File: config.mk
export PLATFORM = sky130hd
export DESIGN_NAME = summation_feeder_flat
export DESIGN_NICKNAME = d
export VERILOG_FILES = /design/src/rtl/summation_feeder_if.sv /design/src/rtl/summation_feeder.sv /design/src/flat_wrapper.sv
export SDC_FILE = /design/constraint.sdc
export NUM_CORES = 1
export LEC_CHECK = 0
export BUFFER_PORTS_ARGS = -buffer_cell sky130_fd_sc_hd__buf_2
export CORE_AREA = 2 2 55 57
export CTS_CLUSTER_SIZE = 25
export DETAILED_ROUTE_END_ITERATION = 8
export DIE_AREA = 0 0 57 59
export GPL_TIMING_DRIVEN = 0
export PLACE_DENSITY = 0.75
export SKIP_CTS_REPAIR_TIMING = 1
export SYNTH_ARGS = -nofsm -noshare
export SYNTH_HDL_FRONTEND = slang
export SYNTH_SLANG_ARGS = --single-unit
export TNS_END_PERCENT = 100
File: constraint.sdc
create_clock -name clock -period 6.2 [get_ports clock]
set_input_delay 1.55 -clock clock [delete_from_list [all_inputs] [get_ports clock]]
set_output_delay 1.55 -clock clock [all_outputs]
set_load 0.05 [all_outputs]
File: src/rtl/summation_feeder_if.sv
// Bus bundle between the summation feeder and its neighbours: request
// channel, summation-stage drive/sense, and result channel.
// "slave" is the feeder's view; "master" is the environment's view.
interface summation_feeder_if #(
  parameter int N_W   = 4,
  parameter int SUM_W = 7
);
  logic             req_valid;
  logic             req_ready;
  logic [N_W-1:0]   req_n;
  logic [N_W-1:0]   sum_n;
  logic             sum_rst;
  logic [SUM_W-1:0] sum_in;
  logic             res_valid;
  logic             res_ready;
  logic [N_W-1:0]   res_n;
  logic [SUM_W-1:0] res_sum;
  logic             res_err;

  modport slave (
    input  req_valid, req_n, sum_in, res_ready,
    output req_ready, sum_n, sum_rst, res_valid, res_n, res_sum, res_err
  );

  modport master (
    output req_valid, req_n, sum_in, res_ready,
    input  req_ready, sum_n, sum_rst, res_valid, res_n, res_sum, res_err
  );
endinterface

File: src/rtl/summation_feeder.sv
// Sequencer for the summation stage: takes N, restarts the stage, waits its
// data-dependent latency, captures the sum and returns {N, sum}. N outside
// [PIPE_MIN, PIPE_MAX] is answered directly without touching the stage.
// Optional feature macro: SUMMATION_CHECK_EN (adds a checker of the captured
// sum against N*(N+1)/2 with chk_mismatch / chk_cnt outputs).
module summation_feeder #(
  parameter int N_W      = 4,
  parameter int SUM_W    = 7,
  parameter int PIPE_MIN = 2,
  parameter int PIPE_MAX = 8
) (
  input  logic clock,
  input  logic reset,
`ifdef SUMMATION_CHECK_EN
  output logic       chk_mismatch,
  output logic [7:0] chk_cnt,
`endif
  summation_feeder_if.slave bus
);

  typedef enum logic [1:0] {IDLE, KICK, WAIT, HOLD} state_t;

  localparam logic [N_W-1:0] N_MIN = N_W'(PIPE_MIN);
  localparam logic [N_W-1:0] N_MAX = N_W'(PIPE_MAX);

  state_t           state_q, state_d;
  logic [N_W-1:0]   wcnt_q, wcnt_d;
  logic [N_W-1:0]   sum_n_q, sum_n_d;
  logic [N_W-1:0]   res_n_q, res_n_d;
  logic [SUM_W-1:0] res_sum_q, res_sum_d;
  logic             res_err_q, res_err_d;
  logic             in_range;
  logic             capture;

  assign in_range = (bus.req_n >= N_MIN) && (bus.req_n <= N_MAX);
  // The stage is sampled on the cycle the wait counter has run out.
  assign capture  = (state_q == WAIT) && (wcnt_q == '0);

`ifdef SUMMATION_CHECK_EN
  logic             chk_mismatch_q, chk_mismatch_d;
  logic [7:0]       chk_cnt_q, chk_cnt_d;
  logic [SUM_W-1:0] n_ext, n_p1, tri_prod, sum_exp;
  logic             miss;

  // Reference triangular number; in-range N keeps the product inside SUM_W.
  always_comb begin
    n_ext    = SUM_W'(sum_n_q);
    n_p1     = n_ext + SUM_W'(1);
    tri_prod = n_ext * n_p1;
    sum_exp  = tri_prod >> 1;
    miss     = (bus.sum_in != sum_exp);
  end

  // Mismatch flag travels with the result; counter saturates at 255.
  always_comb begin
    chk_mismatch_d = chk_mismatch_q;
    chk_cnt_d      = chk_cnt_q;
    if (state_q == IDLE && bus.req_valid && !in_range) chk_mismatch_d = 1'b0;
    if (capture) begin
      chk_mismatch_d = miss;
      if (miss && chk_cnt_q != 8'hFF) chk_cnt_d = chk_cnt_q + 8'd1;
    end
  end

  // Checker state register.
  always_ff @(posedge clock) begin
    if (reset) begin
      chk_mismatch_q <= 1'b0;
      chk_cnt_q      <= '0;
    end else begin
      chk_mismatch_q <= chk_mismatch_d;
      chk_cnt_q      <= chk_cnt_d;
    end
  end

  assign chk_mismatch = chk_mismatch_q;
  assign chk_cnt      = chk_cnt_q;
`endif

  // State register plus datapath flops.
  always_ff @(posedge clock) begin
    if (reset) begin
      state_q   <= IDLE;
      wcnt_q    <= '0;
      sum_n_q   <= '0;
      res_n_q   <= '0;
      res_sum_q <= '0;
      res_err_q <= 1'b0;
    end else begin
      state_q   <= state_d;
      wcnt_q    <= wcnt_d;
      sum_n_q   <= sum_n_d;
      res_n_q   <= res_n_d;
      res_sum_q <= res_sum_d;
      res_err_q <= res_err_d;
    end
  end

  // Next-state logic.
  always_comb begin
    state_d = state_q;
    case (state_q)
      IDLE:    if (bus.req_valid) state_d = in_range ? KICK : HOLD;
      KICK:    state_d = WAIT;
      WAIT:    if (wcnt_q == '0) state_d = HOLD;
      HOLD:    if (bus.res_ready) state_d = IDLE;
      default: state_d = IDLE;
    endcase
  end

  // Datapath updates: latch N, load/run the wait counter, capture results.
  always_comb begin
    wcnt_d    = wcnt_q;
    sum_n_d   = sum_n_q;
    res_n_d   = res_n_q;
    res_sum_d = res_sum_q;
    res_err_d = res_err_q;
    case (state_q)
      IDLE: if (bus.req_valid) begin
        if (in_range) begin
          sum_n_d = bus.req_n;
        end else begin
          // 0/1 are their own sums; too-large N is flagged with a zero sum.
          res_n_d   = bus.req_n;
          res_err_d = (bus.req_n > N_MAX);
          res_sum_d = (bus.req_n < N_MIN) ? SUM_W'(bus.req_n) : '0;
        end
      end
      // N+1 puts the capture in the stage's done window, before it reloads.
      KICK: wcnt_d = sum_n_q + N_W'(1);
      WAIT: if (wcnt_q == '0) begin
        res_sum_d = bus.sum_in;
        res_n_d   = sum_n_q;
        res_err_d = 1'b0;
      end else begin
        wcnt_d = wcnt_q - N_W'(1);
      end
      default: ;
    endcase
  end

  // Handshake and stage-control outputs decoded from state.
  always_comb begin
    bus.req_ready = (state_q == IDLE);
    bus.res_valid = (state_q == HOLD);
    bus.sum_rst   = reset | (state_q == KICK);
    bus.sum_n     = sum_n_q;
    bus.res_n     = res_n_q;
    bus.res_sum   = res_sum_q;
    bus.res_err   = res_err_q;
  end

endmodule

File: src/flat_wrapper.sv
// flat-port wrapper written by rule: the top's interface ports become plain ports
module summation_feeder_flat 
#(
  parameter int N_W      = 4,
  parameter int SUM_W    = 7,
  parameter int PIPE_MIN = 2,
  parameter int PIPE_MAX = 8
)
  (clock, reset, bus_req_valid, bus_req_n, bus_sum_in, bus_res_ready, bus_req_ready, bus_sum_n, bus_sum_rst, bus_res_valid, bus_res_n, bus_res_sum, bus_res_err);
  summation_feeder_if #(.N_W(N_W), .SUM_W(SUM_W)) bus_i ();
  input  logic clock;
  input  logic reset;
  input wire logic [$bits(bus_i.req_valid)-1:0] bus_req_valid;
  input wire logic [$bits(bus_i.req_n)-1:0] bus_req_n;
  input wire logic [$bits(bus_i.sum_in)-1:0] bus_sum_in;
  input wire logic [$bits(bus_i.res_ready)-1:0] bus_res_ready;
  output wire logic [$bits(bus_i.req_ready)-1:0] bus_req_ready;
  output wire logic [$bits(bus_i.sum_n)-1:0] bus_sum_n;
  output wire logic [$bits(bus_i.sum_rst)-1:0] bus_sum_rst;
  output wire logic [$bits(bus_i.res_valid)-1:0] bus_res_valid;
  output wire logic [$bits(bus_i.res_n)-1:0] bus_res_n;
  output wire logic [$bits(bus_i.res_sum)-1:0] bus_res_sum;
  output wire logic [$bits(bus_i.res_err)-1:0] bus_res_err;
  assign bus_i.req_valid = bus_req_valid;
  assign bus_i.req_n = bus_req_n;
  assign bus_i.sum_in = bus_sum_in;
  assign bus_i.res_ready = bus_res_ready;
  assign bus_req_ready = bus_i.req_ready;
  assign bus_sum_n = bus_i.sum_n;
  assign bus_sum_rst = bus_i.sum_rst;
  assign bus_res_valid = bus_i.res_valid;
  assign bus_res_n = bus_i.res_n;
  assign bus_res_sum = bus_i.res_sum;
  assign bus_res_err = bus_i.res_err;
  summation_feeder #(.N_W(N_W), .SUM_W(SUM_W), .PIPE_MIN(PIPE_MIN), .PIPE_MAX(PIPE_MAX)) u_core (.clock(clock), .reset(reset), .bus(bus_i));
endmodule
=== Yosys cells after proc, flatten, opt, wreduce, memory -nomap -nowiden ===
Cells that the tools add are included.

* Div/mod/pow operators: 0
* Order comparisons: 4
* Shift-type cells: 0
* Reductions and logical operators: 9
* Mux-type cells: 20
* $mul: 0
* Bitwise operators: 1
* Add/sub/neg operators: 2
* Eq/ne operators: 8

{| class="wikitable"
|+ Operator list
! cell !! count
|-
| 7-bit 2-to-1 mux || 3
|-
| 4-bit 2-to-1 mux || 5
|-
| 4-bit one-hot mux with 2 select lines || 2
|-
| 7-bit one-hot mux with 2 select lines || 1
|-
| 2-bit inequality test, second input constant || 5
|-
| 2-bit 2-to-1 mux || 4
|-
| 2-bit one-hot mux with 4 select lines || 1
|-
| 3-bit AND reduction || 2
|-
| 4-bit by 1-bit adder with 4-bit output, second input constant || 1
|-
| 2-bit equality test, second input constant || 2
|-
| 4-bit by 2-bit >= comparator with 1-bit output, second input constant || 1
|-
| 4-bit greater-than comparator, second input constant || 1
|-
| 4-bit <= comparator, second input constant || 1
|-
| 4-bit zero test || 1
|-
| 4-bit by 2-bit less-than comparator with 1-bit output, second input constant || 1
|-
| 4-bit AND reduction || 1
|-
| 2-bit nonzero test || 2
|-
| 4-bit by 1-bit subtractor with 4-bit output, second input constant || 1
|-
| 1-bit 2-to-1 mux || 3
|-
| 2-bit by 1-bit equality test with 1-bit output, second input constant || 1
|-
| 2-bit zero test || 1
|-
| 1-bit one-hot mux with 2 select lines || 1
|-
| 2-bit AND reduction || 1
|-
| 1-bit logical AND || 1
|-
| 1-bit bitwise OR || 1
|}

* Bits in writable memories: 0
* Memory bits (read-only): 0
* Logic and storage cells: 50
* Bits in latches: 0
* Memories kept: 0
* Flip-flop bits (word level): 22
* Output and inout bits: 19

=== Depth between registers and ports, before layout ===
* Word-level depth: 5
* Mapped depth: 8
* Depth with buffers taken out: 6

=== Worst setup path after synthesis ===
No wires, ideal clock.

* Kind: input port to output port
* From: input reset
* To: output bus_sum_rst
* Stages: 1
* Arrival: 1942 ps
* Required time: 4650 ps
* Setup slack: 2708 ps
* Cell sequence: or2_2

* Longest elaborated chain between the ends: 1

{| class="wikitable"
|+ RTL lines
! element !! line !! source
|-
| from (decl) || flat_wrapper.sv:12 || <nowiki>input logic reset;</nowiki>
|-
| 1-bit bitwise OR || summation_feeder.sv:146 || <nowiki>bus.sum_rst = reset | (state_q == KICK);</nowiki>
|-
| to (decl) || flat_wrapper.sv:19 || <nowiki>output wire logic [$bits(bus_i.sum_rst)-1:0] bus_sum_rst;</nowiki>
|}

No other way between the ends.

=== Worst setup path after layout ===
Same ends and word-level chain as after synthesis.

==> key figures <==
Status
  • Status: finished, final reports clean

Yosys
  • Synth area leaders: dfxtp_1 (38%), a21oi_1 (8.2%), ha_1 (7.5%)
  • Post-synth net total: approximately 160
  • Mapped Area: between 0.001 and 0.0015 sq mm
  • Post-synthesis cell type count: 35
  • Post-synth ARST share: 0%
  • Most numerous cell in the Yosys netlist: dfxtp_1
  • Cells after synthesis: 133
  • Top cell type's share of synthesized area: between 30% and 40%
  • Synth warnings: 0
  • Largest area contributor in the netlist: dfxtp_1
  • Post-synth EDFFs: 0
  • Most instantiated cells after synthesis: dfxtp_1 (22), a21oi_1 (19), nor2_1 (12)
  • Primary FF master, synth: dfxtp_1
  • Yosys reg bits: 22
  • Sequential-to-total area share from yosys stat: roughly 38%
  • Syn Area/Cell: 8.730 sq um

STA
  • WHS: slightly below 500 ps
  • Hold Fails Final Rpt: 0
  • Max-slew violations: 0
  • Final worst path period share: approximately 60%
  • Setup violators final: 0
  • Worst slew pin tran: 526.5 ps
  • Setup TNS Final: 0 ps
  • Clk_skew: 16.17 ps
  • Final worst setup slack: 2494 ps
  • Fin crit period: ~3700 ps
  • Slew headroom: 64.74%
  • RSZ-0062 raised after global routing: false
  • Fmax: approximately 270 MHz

Setup path
  • Startpoint Class: input pin
  • Crit-path max FO: 5
  • WP data arrival: around 2200 ps
  • Critical R2R Launch: u_core.state_q[0]$_SDFFE_PP0P_
  • R2r worst-path depth: 7
  • Internal reg-to-reg setup slack: ~4000 ps
  • Req. time, crit path: about 4700 ps
  • WS Path Type: input pin to output pin
  • Crit end category: output pin
  • Reg2reg end: u_core.bus.res_err$_SDFFE_PP0P_

Layout
  • Layout cells sized above 1: 25.88%
  • Multi-input gate area: approximately 670 sq um
  • Ant diodes: 0
  • Fillers: 261
  • Finished Layout Cells: 201
  • Layout Utilization: a little over half
  • Sequential cell area: between 400 and 500 sq um
  • Area growth, synth to finish: 22.09%
  • Final nets: just under 200
  • Cell area after layout: around 0.0014 sq mm

Die
  • Die W: 57 microns
  • Chip height: approximately 59 microns
  • Top Ports: 34
  • DIE AREA: around 0.0034 sq mm
  • Core box area: 0.002710 sq mm
  • Initial Util: between 40% and 50%
  • Site Rows: 19

Clock tree
  • TritonCTS clock tree: built
  • Sink Count: 22
  • Clock Tree Buf Depth: 2
  • Worst skew pair latency: between 300 and 400 ps
  • Clock transition at path regs: between 100 and 150 ps
  • Num CTS Buffers: 3
  • H-tree depth: 1
  • Root buf cell: clkbuf_4

Power
  • Leakage: between 0.6 and 0.7 nW
  • Max IR drop VDD: between 0.0002 and 0.0003 V
  • Total power: about 800 uW
  • PwrDens: approximately 570 mW/mm^2

Flow run
  • Max Cap Viol: 0

Place
  • Place WS: about 2500 ps
  • Dpl cell area: between 0.001 and 0.0015 sq mm
  • Post-DP HPWL: 2.131 mm
  • PortBufs: 33
  • GPL Wtd Cong: between 0.7 and 0.8
  • Placed cells: approximately 200

Global route
  • Pin count of the biggest net entering global routing: 14
  • Antenna violations before repair: 0
  • Gr usage total: 17.61%
  • First-pass GRT wire length: 4.595 mm
  • GRT overflow: 0
  • Vias in the first global route: roughly 1100

Drt
  • Final WL: roughly 2.8 mm
  • Initial DRT Pass Iterations: 4
  • Total number of vias: about 1100
  • ANT nets after route: 0
  • Wire length per cell: between 10 and 15 microns
  • Iteration-0 DRC Markers: 31
  • Avg Vias per Cell: roughly 5.7
  • Residual DRC count: 0

Min path
  • Hold wc startpoint: u_core.wcnt_q[1]$_SDFFE_PP0P_
  • Hold Crit Class: flip-flop to flip-flop
  • Worst Hold End: u_core.wcnt_q[1]$_SDFFE_PP0P_
  • WHS Path Cells: 2
registers in the layout, indices dropped and copies added, names as in the netlist:
register,cells
u_core.bus.res_err,1
u_core.wcnt_q,4
u_core.bus.res_n,4
u_core.bus.res_sum,7
u_core.state_q,2
u_core.bus.sum_n,4
where the power goes:
part	switching (mW)	internal, mW
sequential	0.0303	0.184
clock	0.0465	0.0655
combinational	0.324	0.153
total	0.401	0.402
cells in the final DEF (no fill, tap or decap), types with 3 or more instances in the layout:
cell type	instances
nand2_1	4
nor2_1	12
o21ai_0	9
a21oi_1	19
dfxtp_1	22
inv_1	7
buf_2	34
a311oi_1	4
ha_1	7
mux2i_1	8
nand4_1	6
clkbuf_1	5
clkbuf_4	3
a211o_1	3
worst max-delay path by stage:
stage,from,cells after the start,to
2_1_floorplan,reset,1,bus_sum_rst
3_5_place_dp,reset,3,bus_sum_rst
3_3_place_gp,reset,3,bus_sum_rst
4_1_cts,reset,3,bus_sum_rst
6_report,reset,3,bus_sum_rst
5_1_grt,reset,3,bus_sum_rst
layer usage:
metal | up-vias | global-route usage, % | share of wire (%)
met4 | 0 | 7.973 | 1.7
met2 | 47 | 28.74 | 46
met1 | 521 | 22.68 | 44
met5 | - | 0 | 0
met3 | 7 | 3.493 | 7.9
li1 | 572 | - | -
critical path, stage by stage:
cell	delay, ps
buf_2	130
or2_2	270
buf_2	210
logic make-up after synthesis:
logic type,count (synthesis),share of synthesized area [%]
simple gates,35,16.27
xor+xnor,2,1.509
fa+ha+maj,7,7.543
compound gates,45,25.22
mux,8,6.897
buf+inv,14,4.633
flops,22,37.93
final cells by class:
class	count	share of cell area [%]
clock inverter	1	2.118
tap	31	2.736
inverter	7	1.853
clock buffer	3	1.589
timing repair buffer	33	11.65
sequential	22	31.07
multi-input combinational	97	47.04
buffer	7	1.942
Power figures use the tool's default switching activity.
